<file path="config.mk">
export PLATFORM = sky130hd
export DESIGN_NAME = spram_arbiter
export DESIGN_NICKNAME = d
export VERILOG_FILES = /design/src/rtl/spram_arbiter.sv
export SDC_FILE = /design/constraint.sdc
export NUM_CORES = 1
export LEC_CHECK = 0
export CORE_ASPECT_RATIO = 1.1
export CORE_UTILIZATION = 45
export DETAILED_ROUTE_END_ITERATION = 12
export DONT_BUFFER_PORTS = 1
export GPL_TIMING_DRIVEN = 0
export PLACE_DENSITY = 0.59
export SYNTH_ARGS = -nofsm -noshare
export SYNTH_HDL_FRONTEND = slang
export SYNTH_SLANG_ARGS = --single-unit
</file>
<file path="constraint.sdc">
create_clock -name clk -period 4.2 [get_ports clk]
set_input_delay 0.84 -clock clk [delete_from_list [all_inputs] [get_ports clk]]
set_output_delay 0.84 -clock clk [all_outputs]
set_load 0.03 [all_outputs]
</file>
<file path="src/rtl/spram_arbiter.sv">
// spram_arbiter: two-master round-robin arbiter and command sequencer for the
// single-port RAM. One command is accepted per cycle. The RAM strobes are
// registered. Read data returns to the issuing master three cycles after its
// grant, with a tagged rvalid pulse. Per-master saturating grant counters are
// kept for debug.
module spram_arbiter #(
  parameter int DATA_W = 8,
  parameter int ADDR_W = 4,
  parameter int CNT_W  = 16
) (
  input  logic              clk,
  input  logic              reset_n,
  input  logic              a_req,
  input  logic              a_we,
  input  logic [ADDR_W-1:0] a_addr,
  input  logic [DATA_W-1:0] a_wdata,
  input  logic              b_req,
  input  logic              b_we,
  input  logic [ADDR_W-1:0] b_addr,
  input  logic [DATA_W-1:0] b_wdata,
  output logic              a_gnt,
  output logic              b_gnt,
  output logic              a_rvalid,
  output logic              b_rvalid,
  output logic [DATA_W-1:0] rdata,
  output logic              ram_cs,
  output logic              ram_wr_en,
  output logic              ram_rd_en,
  output logic [ADDR_W-1:0] ram_addr,
  output logic [DATA_W-1:0] ram_wdata,
  input  logic [DATA_W-1:0] ram_rdata,
  output logic [CNT_W-1:0]  a_gnt_cnt,
  output logic [CNT_W-1:0]  b_gnt_cnt
);

  typedef enum logic {
    M_A = 1'b0,
    M_B = 1'b1
  } master_e;

  master_e             last;
  logic                gnt_any;
  logic                sel_we;
  logic [ADDR_W-1:0]   sel_addr;
  logic [DATA_W-1:0]   sel_wdata;
  master_e             sel_id;

  logic                tag1_v;
  master_e             tag1_id;
  logic                tag2_v;
  master_e             tag2_id;

  // Round-robin grant decision; gnt is held low while reset is asserted.
  always_comb begin
    a_gnt = 1'b0;
    b_gnt = 1'b0;
    if (reset_n) begin
      if (a_req && (!b_req || last == M_B)) begin
        a_gnt = 1'b1;
      end else if (b_req) begin
        b_gnt = 1'b1;
      end
    end
  end

  // Mux the granted master's command towards the command registers.
  always_comb begin
    gnt_any   = a_gnt | b_gnt;
    sel_id    = a_gnt ? M_A : M_B;
    sel_we    = a_gnt ? a_we : b_we;
    sel_addr  = a_gnt ? a_addr : b_addr;
    sel_wdata = a_gnt ? a_wdata : b_wdata;
  end

  // Priority pointer and registered RAM command strobes.
  always_ff @(posedge clk) begin
    if (!reset_n) begin
      last      <= M_B;
      ram_cs    <= 1'b0;
      ram_wr_en <= 1'b0;
      ram_rd_en <= 1'b0;
      ram_addr  <= '0;
      ram_wdata <= '0;
    end else if (gnt_any) begin
      last      <= sel_id;
      ram_cs    <= 1'b1;
      ram_wr_en <= sel_we;
      ram_rd_en <= !sel_we;
      ram_addr  <= sel_addr;
      ram_wdata <= sel_wdata;
    end else begin
      ram_cs    <= 1'b0;
      ram_wr_en <= 1'b0;
      ram_rd_en <= 1'b0;
    end
  end

  // Two-stage read tag pipeline that tracks the RAM's registered read.
  always_ff @(posedge clk) begin
    if (!reset_n) begin
      tag1_v  <= 1'b0;
      tag1_id <= M_A;
      tag2_v  <= 1'b0;
      tag2_id <= M_A;
    end else begin
      tag1_v  <= gnt_any && !sel_we;
      tag1_id <= sel_id;
      tag2_v  <= tag1_v;
      tag2_id <= tag1_id;
    end
  end

  // Capture the RAM read data and pulse the rvalid of the tagged master.
  always_ff @(posedge clk) begin
    if (!reset_n) begin
      rdata    <= '0;
      a_rvalid <= 1'b0;
      b_rvalid <= 1'b0;
    end else begin
      a_rvalid <= tag2_v && (tag2_id == M_A);
      b_rvalid <= tag2_v && (tag2_id == M_B);
      if (tag2_v) begin
        rdata <= ram_rdata;
      end
    end
  end

  // Saturating per-master grant counters.
  always_ff @(posedge clk) begin
    if (!reset_n) begin
      a_gnt_cnt <= '0;
      b_gnt_cnt <= '0;
    end else begin
      if (a_gnt && a_gnt_cnt != '1) begin
        a_gnt_cnt <= a_gnt_cnt + CNT_W'(1);
      end
      if (b_gnt && b_gnt_cnt != '1) begin
        b_gnt_cnt <= b_gnt_cnt + CNT_W'(1);
      end
    end
  end

endmodule

</file>
==> results_dict.tcl, run 1 <==
set metrics [dict create \
    period_share_pct 70.9 \
    async_reset_ff_share_pct 0 \
    setup_tns_ns 0 \
    final_layout_size_suffix_gt1_share_pct 6.95 \
    fin_ws_ns 1.22 \
    setup_viol_count_final 0 \
    grt_first_pass_wirelength_microns 11000 \
    synth_fp_nets 355 \
    holdBufCountCts 0 \
    crit_type "primary input to primary output" \
    pin_count 97 \
    fp.dieH_microns 83.7 \
    cts_tree "yes" \
    finalClockSkew_ns 0.00569 \
    yosys-top-cells-area "dfxtp_1 (45%), mux2i_1 (9.2%), nand2_1 (7.4%)" \
    netlist_area_sq_um 2730 \
    syn_inst 315 \
    ys_types 40 \
    synth_seq_cells 62 \
    outcome "finished, final reports clean" \
    grt_pass1_vias 2296 \
    clock_sink_count 62 \
    slew_violations 0 \
    vias_per_cell 5.89 \
    synth_warnings 0 \
    gp_congestion 0.829 \
    period_needed_ns 2.98 \
    die_x_microns 76.3 \
    path_max_fanout 10 \
    antenna_found_initial 0 \
    rsz0062_at_grt "no" \
    cts_root_buf "clkbuf_8" \
    drt-initial-drc-count 118 \
    synth_mux_area_share_pct 9.16 \
    worst_skew_pair.late_latency_ns 0.33 \
    synthAdderAreaFrac_pct 0.916 \
    synth_most_common_cell "dfxtp_1" \
    crit_path_start_kind "primary input" \
    initial_core_util_pct 47.1 \
    utilization_pct 52.2 \
    grt_usage_pct 21.9 \
    cts_inserted_buffers 9 \
    placed_cells 392 \
    port_buffers 0 \
    fill_cells 589 \
    grt_remaining_overflow 0 \
    core_area_sq_um 5810 \
    drt_pass1_iterations 4 \
    fmax_ghz 0.336 \
    post-cts-setup-buffer-count 0 \
    tightest_slew_ns 0.897 \
    irDropWorstVdd_mv 0.242 \
    synth_ff_type "dfxtp_1" \
    worst_ep_required_time_ns 3.36 \
    synthXorXnorAreaFrac_pct 0 \
    maxCapViolCount 0 \
    yosysTopAreaCell "dfxtp_1" \
    synth-seq-area-share_pct 45.4 \
    synth_top_family_by_area "simple AND/OR/NAND/NOR gates" \
    cts_resized 0 \
    clkSlewWorstSetupHoldPaths_ns 0.07 \
    antennaDiodeCount 0 \
    wl_microns 6690 \
    ys_top_cells_by_count "dfxtp_1 (62), nand2_1 (54), mux2i_1 (25)" \
    register_area_sq_um 1240 \
    pre_cts_slack_ns 1.20 \
    die_area_sq_um 6390 \
    crit_arrival_ns 2.14 \
    avgSynthCellArea_sq_um 8.67 \
    hold_violations 0 \
    final_nets 366 \
    htreeDepth 3 \
    routedWlPerCell_microns 16.4 \
    vias 2402 \
    cts_max_path_buffers 2 \
    stdcell_area_sq_um 3030 \
    synth_edf_count 0 \
    syn_to_final_growth_pct 10.9 \
    yosysTopAreaCellShare_pct 45.4 \
    multi_input_area_sq_um 1400 \
    fin_cells 408 \
    drc 0 \
    fp-row-count 29 \
    ant_nets 0 \
    total_leakage_power_nw 0.979 \
    p_per_area_nw_per_um2 415 \
    hpwlAfterDp_microns 4730 \
    relSlewSlack_pct 39.6 \
    setup.worst_path.end_class "primary output" \
    synthSimpleGateAreaFrac_pct 28.3 \
    synth_compound_area_share_pct 12.7 \
    grt_max_degree 11 \
    hp-class "flop to flop" \
    dpl_cell_area_sq_um 2830 \
]
-- sequential cells by signal, indices dropped and copies added (netlist names) --
register / flops
b_gnt_cnt: 16
ram_wdata: 8
b_rvalid: 1
tag2_v: 1
last: 1
ram_rd_en: 1
a_gnt_cnt: 16
ram_cs: 1
rdata: 8
tag2_id: 1
ram_addr: 4
a_rvalid: 1
tag1_id: 1
tag1_v: 1
ram_wr_en: 1
-- routing by layer --
metal,wire length (microns),vias up,global-route usage (%)
met5,0,-,0
met1,2860,1135,26.6
met2,3290,81,34.9
li1,-,1180,-
met3,462,6,6.99
met4,74,0,10.7
-- area by class of cell --
cell class	instances	share of cell area, %
Inverter	8	0.991
Sequential cell	62	41.0
Multi-Input combinational cell	228	46.1
Tap cell	77	3.18
Buffer	17	2.15
Clock inverter	4	1.49
Clock buffer	12	5.12
-- cell usage in the layout, fill, tap and decap left out, drive strengths merged --
cell type and instances:
nand2 54, or3 1, or2 3, a21o 1, ha 2, nor4 13
o21ai 8, o22ai 2, nor2 23, clkbuf 27, buf 2, a21oi 10
o211ai 1, and3 2, o311ai 2, nand2b 6, nor3 6, o31ai 6
or4 8, mux2i 25, nor3b 2, a311oi 13, and2 4, dfxtp 62
a22o 1, clkinv 4, nand3b 1, inv 7, bufinv 1, o41ai 2
and4 3, o21a 1, nand4 9, nand3 13, nor4b 4, o31a 2
-- worst paths after layout --
| kind | start | end | slack [ns] | cells past startpoint |
|---|---|---|---|---|
| max | a_req | b_gnt | 1.22 | 4 |
| min | tag2_id | a_rvalid | 0.41 | 1 |
| max reg2reg | a_gnt_cnt[12] | a_gnt_cnt[2] | 1.85 | 4 |
| min reg2reg | tag2_id | a_rvalid | 0.41 | 1 |
-- critical path, stage by stage --
cell      delay, ns
and2_1         0.15
or2_2          0.33
clkinv_1       0.18
buf_1          0.63
-- through the flow --
| step | power (mW) | hold slack, ns |
|---|---|---|
| 4_1_cts | 1.27 | 0.409 |
| 5_1_grt | 1.31 | 0.443 |
| 6_report | 1.26 | 0.407 |
| 2_1_floorplan | 0.722 | 0.384 |
| 3_3_place_gp | 0.742 | 0.398 |
| 3_5_place_dp | 0.744 | 0.399 |
-- report_power, final --
part	internal [mW]	switching (mW)
clock	0.304	0.226
sequential	0.609	0.0527
combinational	0.0229	0.0441
-- cells by family (layout without fill, tap and decap cells) --
family / Yosys count / count (layout)
and+or+nand+nor: 152 / 152
DFF: 62 / 62
AOI/OAI and AO/OA: 49 / 49
muxes: 25 / 25
buffers and inverters: 25 / 41
adders and majority gates: 2 / 2
No activity file was read; power rests on OpenSTA's default activity.
==> inputs of run 2 (changes only) <==
ABC_AREA = 1   (was unset)
clock period = 3.1 ns   (was 4.2 ns; I/O delays follow)
==> run 2 against run 1 <==
  * Die area increased by 13%
  * First-iteration DRC count decreased by 19%
  * Via count increased by 15%
  * Total power increased by 40%
  * Area after synthesis increased by 13%
  * Largest power group unchanged
  * Worst hold slack improved by 0.0018 ns
  * Highest routed layer unchanged
  * Sequential power increased by 37%
  * Clock skew increased by 0.0078 ns
  * Sequential share of layout area decreased by 4.4 points
  * Critical path depth increased by 1
==> results_dict.tcl, run 2 <==
set metrics [dict create \
    outcome "finished, final reports clean" \
    fmax_ghz 0.498 \
    worst_ep_required_time_ns 2.48 \
    p_switching_mw 0.496 \
    worst_skew_pair.late_latency_ns 0.34 \
    syn_inst 442 \
    syn_to_final_growth_pct 10.0 \
    grt_max_degree 13 \
    wl_microns 7270 \
    final_cell_mix "nand2_1 (114), nor2_1 (84), dfxtp_1 (62)" \
    dpl_cell_area_sq_um 3190 \
    fill_cells 677 \
    pin_count 97 \
    final_common_cell "nand2_1" \
    crit_type "flop to primary output" \
    htreeDepth 3 \
    yosysTopAreaCell "dfxtp_1" \
    holdBufCountCts 0 \
    cts_max_path_buffers 2 \
    ys_top_cells_by_count "nand2_1 (114), nor2_1 (84), dfxtp_1 (62)" \
    synth_fp_nets 482 \
    period_share_pct 64.7 \
    fin_ws_ns 1.09 \
    top_regs "a_gnt_cnt (16), b_gnt_cnt (16)" \
    multi_input_area_sq_um 1620 \
    post-cts-setup-buffer-count 0 \
    cts_root_buf "clkbuf_8" \
    period_needed_ns 2.01 \
    path_max_fanout 10 \
    routedWlPerCell_microns 13.5 \
    synth_most_common_cell "nand2_1" \
    port_buffers 0 \
    cts_resized 0 \
    whs_ns 0.409 \
    initial_core_util_pct 46.8 \
    antenna_found_initial 0 \
    yosysTopAreaCellShare_pct 40.2 \
    hp-class "flop to flop" \
    final_nets 493 \
    synth_edf_count 0 \
    setup.worst_path.end_class "primary output" \
    total_leakage_power_nw 1.37 \
    die_x_microns 81.0 \
    relSlewSlack_pct 61.3 \
    cts_inserted_buffers 9 \
    setup_tns_ns 0 \
    setup_viol_count_final 0 \
    fp.dieH_microns 88.9 \
    utilization_pct 51.5 \
    yosys-top-cells-area "dfxtp_1 (40%), nand2_1 (14%), nor2_1 (10%)" \
    placed_cells 524 \
    drt_pass1_iterations 4 \
    p_per_area_nw_per_um2 519 \
    core_area_sq_um 6590 \
    finalClockSkew_ns 0.0135 \
    internal_power_mw 1.27 \
    grt_remaining_overflow 0 \
    irDropWorstVdd_mv 0.264 \
    cts_tree "yes" \
    clock_sink_count 62 \
    total_power_mw 1.76 \
    synth-seq-area-share_pct 40.2 \
    drt-initial-drc-count 96 \
    synth_seq_cells 62 \
    fin_cells 540 \
    netlist_area_sq_um 3090 \
    rsz0062_at_grt "no" \
    clkPwrFrac_pct 41.7 \
    stdcell_area_sq_um 3400 \
    grt_first_pass_wirelength_microns 11900 \
    slew_violations 0 \
    tightest_slew_ns 0.581 \
    ys_types 30 \
    pwr-share-comb_pct 6.9 \
    crit_path_cell_trace "inv_1, nand2_1, nand3_4, inv_4, buf_6" \
    die_area_sq_um 7190 \
    synth_warnings 0 \
    sw_frac_of_total_pct 28.1 \
    hold_violations 0 \
    crit_path_start_kind "flop" \
    gp_congestion 0.893 \
    maxCapViolCount 0 \
    crit_path_max_incr_delay_ns 0.33 \
    synth_ff_type "dfxtp_1" \
    fp-row-count 31 \
    ant_nets 0 \
    vias_per_cell 5.11 \
    clkSlewWorstSetupHoldPaths_ns 0.08 \
    final_layout_size_suffix_gt1_share_pct 14.0 \
    hpwlAfterDp_microns 5350 \
    sequentialPowerShare_pct 51.3 \
    grt_usage_pct 21.7 \
    pre_cts_slack_ns 1.18 \
    antennaDiodeCount 0 \
    drc 0 \
    async_reset_ff_share_pct 0 \
    vias 2759 \
    register_area_sq_um 1240 \
    avgSynthCellArea_sq_um 6.98 \
    cp_slowest_cell "dfxtp_1" \
    crit_arrival_ns 1.39 \
    grt_pass1_vias 2510 \
]
[run 2: final cells by class]
class / count / share of cell area (%)
sequential: 62 / 36.6
multi-input combinational: 331 / 47.7
tap: 82 / 3.02
clock inverter: 6 / 2.03
inverter: 35 / 3.94
buffer: 14 / 2.73
clock buffer: 10 / 4.05
[run 2: kinds of logic after synthesis]
group,count (synthesis),share of synthesized area [%]
simple gates,270,39.6
flops,62,40.2
compound gates,54,10.6
buf+inv,49,7.34
xor+xnor,5,1.42
fa+ha+maj,2,0.811
[run 2: power groups by stage]
stage	Clock [mW]	Sequential (mW)	Combinational, mW
6_report	0.735	0.905	0.123
5_1_grt	0.787	0.909	0.141
4_1_cts	0.756	0.906	0.125
3_5_place_dp	0	0.924	0.124
3_3_place_gp	0	0.925	0.122
2_1_floorplan	0	0.918	0.0984
[run 2: final timing paths]
path,start,endpoint,slack [ns],cells after the start
setup / recovery,last,a_gnt,1.09,5
hold / removal,tag1_id,tag2_id,0.41,2
setup reg to reg,a_gnt_cnt[0],a_gnt_cnt[3],1.20,7
hold reg to reg,tag1_id,tag2_id,0.41,2
[run 2: worst max-delay path: cells and delay by family (launching register included)]
| kind | cells | cell delay (ns) |
|---|---|---|
| buffers and inverters | 3 | 0.42 |
| flip-flops | 1 | 0.33 |
| AND/OR/NAND/NOR | 2 | 0.29 |
[run 2: per-layer routing]
layer	up-vias	global-route usage, %	wire length (microns)
li1	1442	-	-
met1	1217	25.8	3210
met2	84	36.4	3380
met3	16	5.46	490
met4	0	10.7	184
met5	-	0	0
